`config.mk`:
```
export PLATFORM = sky130hd
export DESIGN_NAME = vote_counter
export DESIGN_NICKNAME = d
export VERILOG_FILES = /design/src/rtl/vote_counter.sv
export SDC_FILE = /design/constraint.sdc
export NUM_CORES = 1
export LEC_CHECK = 0
export ABC_AREA = 1
export BUFFER_PORTS_ARGS = -buffer_cell sky130_fd_sc_hd__buf_2
export CAP_MARGIN = 20
export CORE_ASPECT_RATIO = 1.5
export CORE_MARGIN = 3
export CORE_UTILIZATION = 55
export CTS_CLUSTER_SIZE = 12
export DETAILED_ROUTE_END_ITERATION = 12
export PLACE_DENSITY = 0.83
export SLEW_MARGIN = 20
export SYNTH_ARGS = -nofsm -noshare
export SYNTH_HDL_FRONTEND = slang
export SYNTH_SLANG_ARGS = --single-unit
```
`constraint.sdc`:
```
create_clock -name clk -period 2.5 [get_ports clk]
set_clock_uncertainty 0.05 [all_clocks]
set_input_delay 0.375 -clock clk [delete_from_list [all_inputs] [get_ports clk]]
set_output_delay 0.375 -clock clk [all_outputs]
set_load 0.05 [all_outputs]
```
`src/rtl/vote_counter.sv`:
```
// Ballot-unit front end: input synchronisation, button debounce,
// one-vote-per-ballot sequencing and saturating per-candidate tallies.
//
// state   | meaning
// --------+-----------------------------------------------------------
// IDLE    | waiting for a ballot key rising edge; clear is honoured here
// ARMED   | one vote allowed; waiting for a debounced button press
// DECIDE  | single cycle: count a single-button press or reject a multi-press
// RELEASE | waiting for all buttons released; ok -> IDLE, reject -> ARMED
module vote_counter #(
    parameter int WIDTH    = 8,
    parameter int DEBOUNCE = 4
) (
    input  logic               clk,
    input  logic               rst,
    input  logic               clear,
    input  logic               ballot,
    input  logic               button1,
    input  logic               button2,
    input  logic               button3,
    input  logic               button4,
    output logic [WIDTH-1:0]   votecount1,
    output logic [WIDTH-1:0]   votecount2,
    output logic [WIDTH-1:0]   votecount3,
    output logic [WIDTH-1:0]   votecount4,
    output logic [WIDTH+1:0]   total_votes,
    output logic               armed,
    output logic               vote_ok,
    output logic               vote_reject
);

    localparam int CW = $clog2(DEBOUNCE);
    localparam logic [CW-1:0]    DEB_MAX   = CW'(DEBOUNCE - 1);
    localparam logic [CW-1:0]    DEB_ONE   = CW'(1);
    localparam logic [WIDTH-1:0] TALLY_MAX = {WIDTH{1'b1}};
    localparam logic [WIDTH-1:0] TALLY_ONE = WIDTH'(1);
    localparam logic [WIDTH+1:0] TOTAL_ONE = (WIDTH + 2)'(1);

    typedef enum logic [1:0] {
        IDLE    = 2'd0,
        ARMED   = 2'd1,
        DECIDE  = 2'd2,
        RELEASE = 2'd3
    } state_t;

    logic             ballot_s1_q, ballot_s1_d;
    logic             ballot_s2_q, ballot_s2_d;
    logic             ballot_prev_q, ballot_prev_d;
    logic [3:0]       btn_s1_q, btn_s1_d;
    logic [3:0]       btn_s2_q, btn_s2_d;
    logic [3:0]       btn_prev_q, btn_prev_d;
    logic [CW-1:0]    deb_cnt_q, deb_cnt_d;
    logic [3:0]       deb_btn_q, deb_btn_d;
    state_t           state_q, state_d;
    logic [3:0]       cap_q, cap_d;
    logic             ok_q, ok_d;
    logic [WIDTH-1:0] tally_q [4];
    logic [WIDTH-1:0] tally_d [4];
    logic [WIDTH+1:0] total_q, total_d;
    logic             vote_ok_q, vote_ok_d;
    logic             vote_reject_q, vote_reject_d;

    logic             ballot_rise;
    logic             btn_changed;
    logic             cap_single;

    // Two-flop synchronisers plus one history stage for edge / change detection.
    always_comb begin
        ballot_s1_d   = ballot;
        ballot_s2_d   = ballot_s1_q;
        ballot_prev_d = ballot_s2_q;
        btn_s1_d      = {button4, button3, button2, button1};
        btn_s2_d      = btn_s1_q;
        btn_prev_d    = btn_s2_q;
    end

    assign ballot_rise = ballot_s2_q & ~ballot_prev_q;
    assign btn_changed = (btn_s2_q != btn_prev_q);

    // Debounce: the synced vector must hold steady until the counter has saturated.
    always_comb begin
        deb_btn_d = deb_btn_q;
        if (btn_changed) begin
            deb_cnt_d = '0;
        end else if (deb_cnt_q == DEB_MAX) begin
            deb_cnt_d = deb_cnt_q;
            deb_btn_d = btn_s2_q;
        end else begin
            deb_cnt_d = deb_cnt_q + DEB_ONE;
        end
    end

    assign cap_single = (cap_q != 4'd0) && ((cap_q & (cap_q - 4'd1)) == 4'd0);

    // Ballot sequencing, tally update and result pulses.
    always_comb begin
        state_d       = state_q;
        cap_d         = cap_q;
        ok_d          = ok_q;
        tally_d       = tally_q;
        total_d       = total_q;
        vote_ok_d     = 1'b0;
        vote_reject_d = 1'b0;
        case (state_q)
            IDLE: begin
                if (clear) begin
                    for (int i = 0; i < 4; i++) tally_d[i] = '0;
                    total_d = '0;
                end else if (ballot_rise && (deb_btn_q == 4'd0)) begin
                    state_d = ARMED;
                end
            end
            ARMED: begin
                if (deb_btn_q != 4'd0) begin
                    cap_d   = deb_btn_q;
                    state_d = DECIDE;
                end
            end
            DECIDE: begin
                if (cap_single) begin
                    for (int i = 0; i < 4; i++) begin
                        if (cap_q[i] && (tally_q[i] != TALLY_MAX)) begin
                            tally_d[i] = tally_q[i] + TALLY_ONE;
                            total_d    = total_q + TOTAL_ONE;
                        end
                    end
                    vote_ok_d = 1'b1;
                    ok_d      = 1'b1;
                end else begin
                    vote_reject_d = 1'b1;
                    ok_d          = 1'b0;
                end
                state_d = RELEASE;
            end
            RELEASE: begin
                if (deb_btn_q == 4'd0) begin
                    state_d = ok_q ? IDLE : ARMED;
                end
            end
            default: state_d = IDLE;
        endcase
    end

    // All state registers; reset discards any vote in progress.
    always_ff @(posedge clk or posedge rst) begin
        if (rst) begin
            ballot_s1_q   <= 1'b0;
            ballot_s2_q   <= 1'b0;
            ballot_prev_q <= 1'b0;
            btn_s1_q      <= '0;
            btn_s2_q      <= '0;
            btn_prev_q    <= '0;
            deb_cnt_q     <= '0;
            deb_btn_q     <= '0;
            state_q       <= IDLE;
            cap_q         <= '0;
            ok_q          <= 1'b0;
            for (int i = 0; i < 4; i++) tally_q[i] <= '0;
            total_q       <= '0;
            vote_ok_q     <= 1'b0;
            vote_reject_q <= 1'b0;
        end else begin
            ballot_s1_q   <= ballot_s1_d;
            ballot_s2_q   <= ballot_s2_d;
            ballot_prev_q <= ballot_prev_d;
            btn_s1_q      <= btn_s1_d;
            btn_s2_q      <= btn_s2_d;
            btn_prev_q    <= btn_prev_d;
            deb_cnt_q     <= deb_cnt_d;
            deb_btn_q     <= deb_btn_d;
            state_q       <= state_d;
            cap_q         <= cap_d;
            ok_q          <= ok_d;
            tally_q       <= tally_d;
            total_q       <= total_d;
            vote_ok_q     <= vote_ok_d;
            vote_reject_q <= vote_reject_d;
        end
    end

    assign votecount1  = tally_q[0];
    assign votecount2  = tally_q[1];
    assign votecount3  = tally_q[2];
    assign votecount4  = tally_q[3];
    assign total_votes = total_q;
    assign armed       = (state_q == ARMED);
    assign vote_ok     = vote_ok_q;
    assign vote_reject = vote_reject_q;

endmodule

```
==> results of run 1 <==
[through the flow]
step           utilization [%]  setup slack [ps]  instances
2_1_floorplan                -               250        448
3_3_place_gp              62.2               588        569
3_5_place_dp              62.2               476        569
4_1_cts                   65.8               458        585
5_1_grt                   65.8               275        585
6_report                  65.8               477        585
[power by group through the flow]
stage                     clock network, mW  registers (mW)  logic (mW)
final                                  1.06            1.37        1.31
after global routing                   1.12            1.39        1.44
after CTS                              1.07            1.37        1.32
after detailed placement                  0            1.39        1.32
after global placement                    0            1.39        1.28
after floorplan                           0            1.58       0.945
[final cells by class]
class                           count  area, sq um
Clock buffer                       12          155
Clock inverter                      4         76.3
Fill cell                         546         2250
Inverter                           46          175
Multi-Input combinational cell    320         1730
Sequential cell                    72         1800
Tap cell                           76         95.1
Timing Repair Buffer               55          295
[cells in the mapped netlist]
cell,count,area [sq um]
nand2_1,129,484
dfrtp_1,72,1800
nand3_1,42,210
inv_1,41,154
nor2_1,30,113
o21ai_2,15,131
o21ai_0,13,65.1
xor2_1,11,96.3
ha_1,10,125
nand2_2,10,62.6
o21ai_1,9,45.0
nand4_1,8,50.1
xnor2_1,8,70.1
or2_2,7,43.8
nor3_1,6,30.0
a21oi_1,5,25.0
nand2_4,5,56.3
buf_6,4,45.0
inv_2,4,15.0
nor3b_1,3,22.5
buf_1,2,7.51
buf_4,2,15.0
clkbuf_1,2,7.51
a21oi_4,1,16.3
a311oi_1,1,8.76
a31o_2,1,8.76
inv_4,1,6.26
nand3_2,1,10.0
nand3_4,1,17.5
nand3b_1,1,7.51
nor2_2,1,6.26
nor2_4,1,11.3
o221ai_1,1,8.76
[worst max-delay path: stages (launching register included)]
cell	delay, ps
dfrtp_1	430
inv_1	100
ha_1	340
inv_2	110
a21oi_4	210
nand3_4	280
nand2_2	290
nand2_1	90
nand2_1	70
[state kept, by name (all words and copies together) (netlist names), 2 cells and up]
name         cells
btn_prev_d       4
btn_prev_q       4
btn_s1_q         4
cap_q            4
deb_btn_q        4
deb_cnt_q        2
state_q          2
total_votes     10
votecount1       8
votecount2       8
votecount3       8
votecount4       8
[final timing paths]
check / from / endpoint / slack, ps / cells after the start
max: state_q[0] / total_votes[1] / 480 / 8
min: rst / votecount1[4] / 20 / 3
max reg2reg: state_q[0] / total_votes[1] / 480 / 8
min reg2reg: ballot_s1_q / ballot_prev_d / 300 / 0
max in group asynchronous: rst / total_votes[3] / 2070 / 3
min in group clk: button1 / btn_s1_q[0] / 60 / 1
[cells by family (layout without fill, tap and decap cells)]
kind of cell	after synthesis	in the layout	synth area share (%)
simple gates	245	245	29.8
xor+xnor	19	19	4.41
flops	72	72	47.7
compound gates	46	46	8.18
buf+inv	56	117	6.62
fa+ha+maj	10	10	3.31
[routing by layer]
metal	wire, um	global-route usage [%]
met3	293	5.79
met5	0	0
met1	3140	25.8
met4	151	9.59
met2	4000	36.5
==> impl_metrics.py, run 1 <==
metrics = {
    "run_status": {
        "status": "finished clean",
    },
    "timing": {
        "max_freq_mhz": 494,
        "setup_viol": 0,
        "final_hold_viol_count": 0,
        "drv_slew": 0,
        "max_slew_margin_pct": 72.4,
        "period_share_pct": 80.9,
        "tns_ps": 0,
        "rsz0062_at_grt": "no",
        "worst_pin_slew_ps": 413,
        "holdWs_ps": 23.4,
        "period_minus_slack_ps": 2020,
    },
    "route": {
        "drtIter0Drc": 179,
        "wl_per_cell_um": 13.0,
        "final_antenna_net_count": 0,
        "vias": 3058,
        "viasPerCell": 5.23,
        "wirelength_um": 7590,
        "dr.pass1.iters": 5,
        "drcViolationCount": 0,
    },
    "floorplan": {
        "ios": 53,
        "coreArea_sq_mm": 0.00658,
        "num_rows": 36,
        "die_w_um": 73.7,
        "initial_core_util_pct": 57.4,
        "fp.dieH_um": 108,
        "die_area_sq_mm": 0.00792,
    },
    "final_layout": {
        "diodes": 0,
        "final_common_cell": "nand2_1",
        "final_cell_mix": "129 x nand2_1, 72 x dfrtp_1, 52 x buf_2",
        "layout-drive-gt1-share_pct": 23.4,
        "area_growth_pct": 14.5,
        "nets": 522,
        "fin_area_sq_mm": 0.00432,
    },
    "power": {
        "power_switching_mw": 1.55,
        "power_density_mw_per_mm2": 867,
        "pwr-share-comb_pct": 35.0,
        "ir_drop_uv": 543,
        "p_total_mw": 3.75,
        "clkPwrFrac_pct": 28.4,
        "power_frac_seq_pct": 36.6,
        "power.share.switching_pct": 41.3,
        "power_leakage_nw": 2.21,
        "p_int_mw": 2.20,
    },
    "clock_tree": {
        "cts_setup_buffers": 0,
        "clock_latency_ps": 360,
        "clock-root-buffer": "clkbuf_8",
        "clkTransAtPathRegs_ps": 80,
        "cts_tree": "yes",
        "numCtsBuffers": 9,
        "clk_path_buf_depth": 2,
        "cts-resized-gates": 0,
        "clock-sinks": 72,
        "h-tree-depth": 3,
        "ctsHoldBuffers": 0,
    },
    "placement": {
        "dp_hpwl_um": 5390,
        "portBuffers": 52,
        "routabilityCongestion": 0.825,
        "dpl-instance-area_sq_mm": 0.00409,
    },
    "run": {
        "drv_cap": 0,
    },
    "critical_path": {
        "cp_data_arrival_time_ps": 2270,
        "worst_setup_path_end_kind": "flop",
        "critPathMaxFanout": 27,
        "required_ps": 2750,
        "startpoint_type": "flop",
        "critical_path_class": "flop to flop",
    },
    "yosys": {
        "yosysWarnings": 0,
        "synthCells": 448,
        "syn-cell-area_sq_mm": 0.00378,
        "synth_fp_nets": 466,
        "ys_ff_latch": 72,
        "synth_area_per_cell_sq_um": 8.43,
        "synth.distinct_cells": 33,
        "ys_seq_area_share_pct": 47.7,
    },
    "global_routing": {
        "grt_pass1_vias": 3005,
        "overflow": 0,
        "antenna_found_initial": 0,
        "grt_max_degree": 73,
        "grt_use_total_pct": 21.9,
        "grt_pass1_wl_um": 13300,
    },
    "worst_hold_path": {
        "worstHoldPathType": "input port to asynchronous set/reset pin",
    },
}
Note: power is estimated with default switching activity, not from simulation.
==> inputs of run 2 (changes only) <==
- ABC_AREA: 1 -> 0
- CORE_UTILIZATION: 55 -> 51
- PLACE_DENSITY: 0.83 -> 0.82
- clock period: 2.5 -> 1.7 ns (I/O delays scaled with it)
==> run 2 against run 1 <==
Net effect: first-iteration DRC count is 73% higher; worst setup slack worse by 940 ps; count of clock-buffer cells in the layout is 1 higher; combinational power grew to 3.4 times the previous value; largest power group is now combinational logic; critical endpoint is now votecount4[7]; sequential share of layout area is 8.1 points lower; critical path depth is 3 lower; fmax is 6.3% lower; highest routed layer unchanged; largest cell class is now multi-input combinational cells; the flow now finishes with violations (negative setup slack).
==> impl_metrics.py, run 2 <==
metrics = {
    "floorplan": {
        "fp.dieH_um": 107,
        "die_w_um": 73.5,
        "coreArea_sq_mm": 0.00658,
        "ios": 53,
        "initial_core_util_pct": 53.0,
        "die_area_sq_mm": 0.00788,
        "num_rows": 36,
    },
    "final_layout": {
        "diodes": 0,
        "nets": 530,
        "final_cell_mix": "99 x buf_4, 51 x buf_2, 47 x dfrtp_1",
        "final_util_pct": 83.0,
        "largest_register_ffs": 10,
        "final_common_cell": "buf_4",
        "area_growth_pct": 56.5,
        "layout-drive-gt1-share_pct": 51.6,
        "regArea_sq_mm": 0.00183,
        "multi_input_area_sq_mm": 0.00201,
        "fillerInstances": 350,
    },
    "timing": {
        "max_freq_mhz": 463,
        "worst_pin_slew_ps": 550,
        "period_share_pct": 127,
        "layout_setup_ws_ps": -459,
        "drv_slew": 0,
        "holdWs_ps": 300,
        "final_hold_viol_count": 0,
        "rsz0062_at_grt": "yes",
        "max_slew_margin_pct": 63.3,
        "setup_viol": 44,
        "period_minus_slack_ps": 2160,
    },
    "critical_path": {
        "cp_data_arrival_time_ps": 2410,
        "critical_path_class": "flop to flop",
        "required_ps": 1960,
        "r2r-start": "cap_q[2]",
        "critPathMaxFanout": 4,
        "worstReg2RegEnd": "votecount4[7]",
        "cp_slowest_stage_delay_ps": 540,
        "crit_chain": "nor4b_4 > o211ai_1 > or3_4 > or4b_1 > nand2_1",
        "critical_path.slowest_cell": "or4b_1",
        "reg2reg_slack_ps": -460,
        "startpoint_type": "flop",
        "ff2ff_path_depth": 5,
        "worst_setup_path_end_kind": "flop",
    },
    "global_routing": {
        "grt_max_degree": 73,
        "grt_pass1_wl_um": 17500,
        "grt_use_total_pct": 29.1,
        "antenna_found_initial": 0,
        "overflow": 0,
        "grt_pass1_vias": 3675,
    },
    "yosys": {
        "syn-cell-area_sq_mm": 0.00349,
        "synth_top_cells_by_count": "72 x dfrtp_1, 29 x nor2_1, 24 x nand2_1, 24 x nand3_1, 19 x o21ai_0",
        "ys_seq_area_share_pct": 51.7,
        "synth.distinct_cells": 46,
        "ys.flop_type": "dfrtp_1",
        "yosysMostFrequentCell": "dfrtp_1",
        "synth_fp_nets": 359,
        "netlist_top_cells_area": "dfrtp_1 52%, o31ai_1 3.7%, ha_1 3.6%, nand3_1 3.4%, nor2_1 3.1%",
        "yosysWarnings": 0,
        "yosysTopAreaCell": "dfrtp_1",
        "async_flop_share_pct": 100,
        "synth-edff-count": 0,
        "synth_area_per_cell_sq_um": 10.2,
        "synthCells": 341,
        "ys_ff_latch": 72,
        "synth_top_area_share_pct": 51.7,
    },
    "clock_tree": {
        "numCtsBuffers": 9,
        "clock_latency_ps": 370,
        "clk_path_buf_depth": 2,
        "clock-root-buffer": "clkbuf_8",
        "h-tree-depth": 3,
        "clock-sinks": 72,
        "cts_tree": "yes",
        "clkTransAtPathRegs_ps": 70,
    },
    "worst_hold_path": {
        "min_from": "btn_s1_q[3]",
        "worstHoldPathType": "flop to flop",
        "hold_depth": 0,
        "holdPathEnd": "btn_prev_d[3]",
    },
    "route": {
        "vias": 3673,
        "viasPerCell": 6.19,
        "wirelength_um": 12600,
        "dr.pass1.iters": 5,
        "final_antenna_net_count": 0,
        "drtIter0Drc": 310,
        "wl_per_cell_um": 21.2,
        "drcViolationCount": 0,
    },
    "power": {
        "ir_drop_uv": 911,
        "power_leakage_nw": 2.48,
        "power_density_mw_per_mm2": 1440,
    },
    "placement": {
        "dp_hpwl_um": 6740,
        "portBuffers": 52,
        "routabilityCongestion": 0.907,
    },
    "run_status": {
        "violations": "negative setup slack",
        "status": "finished, violations left",
    },
    "run": {
        "drv_cap": 0,
    },
}
[run 2: cell types whose count changed after synthesis, moves of 6 or more]
cell / change
nand2_1: -105
inv_1: -30
nand3_1: -18
o31ai_1: +17
o21ai_2: -15
nand2_2: -10
or4_1: +10
xor2_1: -8
clkbuf_1: +7
or2_2: -7
or3_1: +7
nand2b_1: +6
o21ai_0: +6
[run 2: logic make-up (layout without fill, tap and decap cells)]
logic type | count (synthesis) | after routing | synth area share, %
and+or+nand+nor | 135 | 135 | 21.2
xor gates and xnor gates | 15 | 15 | 3.77
muxes | 10 | 10 | 3.09
AOI/OAI and AO/OA | 76 | 78 | 14.1
DFF | 72 | 72 | 51.7
buffers and inverters | 23 | 197 | 2.58
adders and majority gates | 10 | 10 | 3.59
[run 2: final cells by class]
cell class,instances,area share [%]
sequential,72,33.6
inverter,11,0.917
timing repair buffer,170,23.1
clock buffer,13,2.91
tap,76,1.74
multi-input combinational,248,36.9
clock inverter,3,0.780
[run 2: worst max path at each step]
stage	start	to	slack (ps)	depth (start not counted)
after floorplan	cap_q[0]	votecount4[7]	-330	5
after global placement	cap_q[2]	votecount2[1]	-280	6
after detailed placement	cap_q[2]	votecount3[0]	-400	6
after CTS	cap_q[1]	total_votes[9]	-340	6
after global routing	cap_q[1]	total_votes[9]	-520	6
final	cap_q[2]	votecount4[7]	-460	5
[run 2: routing by layer]
| layer | GRT usage [%] | up-vias | routed length, um |
|---|---|---|---|
| met5 | 0 | - | 0 |
| met4 | 18.1 | 0 | 709 |
| met3 | 5.79 | 61 | 659 |
| met1 | 33.7 | 1820 | 4520 |
| met2 | 48.1 | 188 | 6660 |
| li1 | - | 1604 | - |
[run 2: metrics by stage]
stage                     std cells  setup WS, ps  total power [mW]  area, sq um  setup TNS (ps)
after global placement          548          -281              5.11         4700           -6630
after detailed placement        548          -402              5.23         4700          -10250
after global routing            593          -522              8.13         5460          -14920
after floorplan                 341          -331              4.00         3720           -3740
after CTS                       584          -335              7.20         5300           -8700
final                           593          -459              7.84         5460          -11780
[run 2: where the power goes]
group	internal (mW)	switching, mW	leakage (nW)
Sequential	1.89	0.134	0.917
Combinational	1.89	2.51	1.47
Clock	0.757	0.661	0.0996
Total	4.53	3.30	2.48
[run 2: what timing repair did]
action | in CTS | in global routing
endpoints found under the setup margin | 45 | 46
hold buffers | 6 | 0
endpoints found under the hold margin | 77 | 0
setup buffers | 11 | 12
pin swaps | 34 | 16
cloned | 3 | 0
resized for setup | 46 | 25
[run 2: critical path: cells and delay by family (launching register included)]
kind,cells,cell delay [ps]
AND/OR/NAND/NOR,4,1390
flip-flops,1,470
AO/OA/AOI/OAI,1,190
==> inputs of run 3 (changes only) <==
- CORE_UTILIZATION: 51 -> 53
- CTS_BUF_LIST: unset -> sky130_fd_sc_hd__clkbuf_2 sky130_fd_sc_hd__clkbuf_4 sky130_fd_sc_hd__clkbuf_8
- CTS_CLUSTER_DIAMETER: unset -> 40
- PLACE_DENSITY: 0.82 -> 0.84
- SLEW_MARGIN: 20 -> unset
==> run 3 against run 2 <==
Net effect: the run still ends with negative setup slack left; combinational power rose by 18%; wire length rose by 36%; clock power rose by 20%; fmax fell by 2.8%; core utilization rose by 7.8 points; design area rose by 4.2%; largest power group unchanged; sequential share of layout area fell by 1.3 points; first-iteration DRC count rose by 110%.
==> impl_metrics.py, run 3 (same netlist as run 2, synthesis figures left out) <==
metrics = {
    "clock_tree": {
        "clock_latency_ps": 370,
        "clock-sinks": 72,
        "clk_path_buf_depth": 2,
        "h-tree-depth": 3,
        "clkTransAtPathRegs_ps": 90,
        "clock-root-buffer": "clkbuf_8",
        "numCtsBuffers": 9,
        "cts_tree": "yes",
    },
    "route": {
        "wirelength_um": 17000,
        "viasPerCell": 7.28,
        "final_antenna_net_count": 0,
        "dr.pass1.iters": 6,
        "drcViolationCount": 0,
        "drtIter0Drc": 645,
        "vias": 4337,
        "wl_per_cell_um": 28.6,
    },
    "timing": {
        "final_hold_viol_count": 0,
        "period_minus_slack_ps": 2220,
        "drv_slew": 0,
        "worst_pin_slew_ps": 574,
        "rsz0062_at_grt": "yes",
        "layout_setup_ws_ps": -521,
        "max_freq_mhz": 450,
        "period_share_pct": 131,
        "max_slew_margin_pct": 61.8,
        "setup_viol": 51,
    },
    "global_routing": {
        "overflow": 0,
        "grt_use_total_pct": 35.8,
        "grt_pass1_wl_um": 20600,
        "grt_max_degree": 73,
        "grt_pass1_vias": 4026,
        "antenna_found_initial": 0,
    },
    "power": {
        "ir_drop_uv": 1390,
        "power_leakage_nw": 2.56,
        "p_total_mw": 8.91,
        "power_density_mw_per_mm2": 1570,
    },
    "final_layout": {
        "final_common_cell": "buf_4",
        "largest_register_ffs": 10,
        "final_cell_mix": "91 x buf_4, 52 x buf_2, 46 x dfrtp_1",
        "layout-drive-gt1-share_pct": 55.9,
        "fillerInstances": 236,
        "nets": 535,
        "instances_no_fill": 596,
        "diodes": 0,
        "area_growth_pct": 63.1,
    },
    "floorplan": {
        "fp.dieH_um": 105,
        "initial_core_util_pct": 55.7,
        "die_w_um": 72.2,
        "ios": 53,
        "num_rows": 35,
        "coreArea_sq_mm": 0.00626,
        "die_area_sq_mm": 0.00761,
    },
    "worst_hold_path": {
        "hold_depth": 0,
        "worstHoldPathType": "flop to flop",
    },
    "critical_path": {
        "ff2ff_path_depth": 6,
        "startpoint_type": "flop",
        "cp_data_arrival_time_ps": 2470,
        "critPathMaxFanout": 5,
        "worst_setup_path_end_kind": "flop",
        "required_ps": 1950,
        "critical_path_class": "flop to flop",
    },
    "placement": {
        "dp.cells": 540,
        "portBuffers": 52,
        "routabilityCongestion": 0.826,
        "dp_hpwl_um": 6710,
    },
    "run": {
        "drv_cap": 0,
    },
    "run_status": {
        "status": "finished, violations left",
        "violations": "negative setup slack",
    },
}
[run 3: changes by cell type in the layout (fill, tap and decap cells not counted), moves of 3 or more]
cell,change
buf_6,+9
o31ai_1,-3
o31ai_2,+4
buf_4,-8
o21ai_0,-4
[run 3: repair_timing]
item | 4_1_cts | 5_1_grt
pin swaps | 30 | 31
hold endpoints to repair | 77 | 0
resized for setup | 70 | 44
cloned | 1 | 5
buffers inserted | 12 | 22
hold buffers | 6 | 0
setup endpoints to repair | 46 | 46
[run 3: worst paths after layout]
kind	start	endpoint	slack, ps
min in group asynchronous	rst	btn_prev_q[3]	470
min	btn_s1_q[0]	btn_prev_d[0]	310
max reg2reg	cap_q[0]	total_votes[9]	-520
max	cap_q[0]	total_votes[9]	-520
max in group asynchronous	rst	votecount3[1]	780
min reg2reg	btn_s1_q[0]	btn_prev_d[0]	310
[run 3: critical path: stages (launching register included)]
cell	delay, ps
dfrtp_2	480
nor4b_4	400
a211oi_2	150
buf_4	180
nand4b_1	220
or4_1	540
nand3_1	130
[run 3: routing by layer]
layer  track usage (%)  routed length (um)  vias up
li1                  -                   -     1624
met1              36.7                5420     2054
met2              61.7                8090      474
met3              9.73                1810      185
met4              23.4                1710        0
met5                 0                   0        -
[run 3: where the power goes]
group	total (mW)	switching [mW]	leakage [nW]	internal [mW]
Combinational	5.16	3.05	1.53	2.11
Sequential	2.05	0.159	0.915	1.89
Clock	1.70	0.713	0.120	0.987
Total	8.91	3.92	2.56	4.99
[run 3: per-stage QoR]
stage,setup TNS (ps),setup WS [ps],hold WS [ps],cell area [sq um],utilization [%]
after global placement,-6790,-244,288,4640,74.1
after global routing,-17440,-538,313,5690,90.8
after detailed placement,-9350,-313,288,4640,74.1
after floorplan,-3740,-331,236,3720,-
after CTS,-7870,-323,304,5330,85.1
final,-15730,-521,311,5690,90.8
[run 3: cell type report]
cell class | count | area [sq um] | share of cell area [%]
tap | 74 | 92.6 | 1.63
sequential | 72 | 1830 | 32.3
multi-input combinational | 250 | 2150 | 37.8
timing repair buffer | 173 | 1320 | 23.2
clock inverter | 6 | 108 | 1.89
clock buffer | 10 | 131 | 2.31
inverter | 11 | 50.0 | 0.880
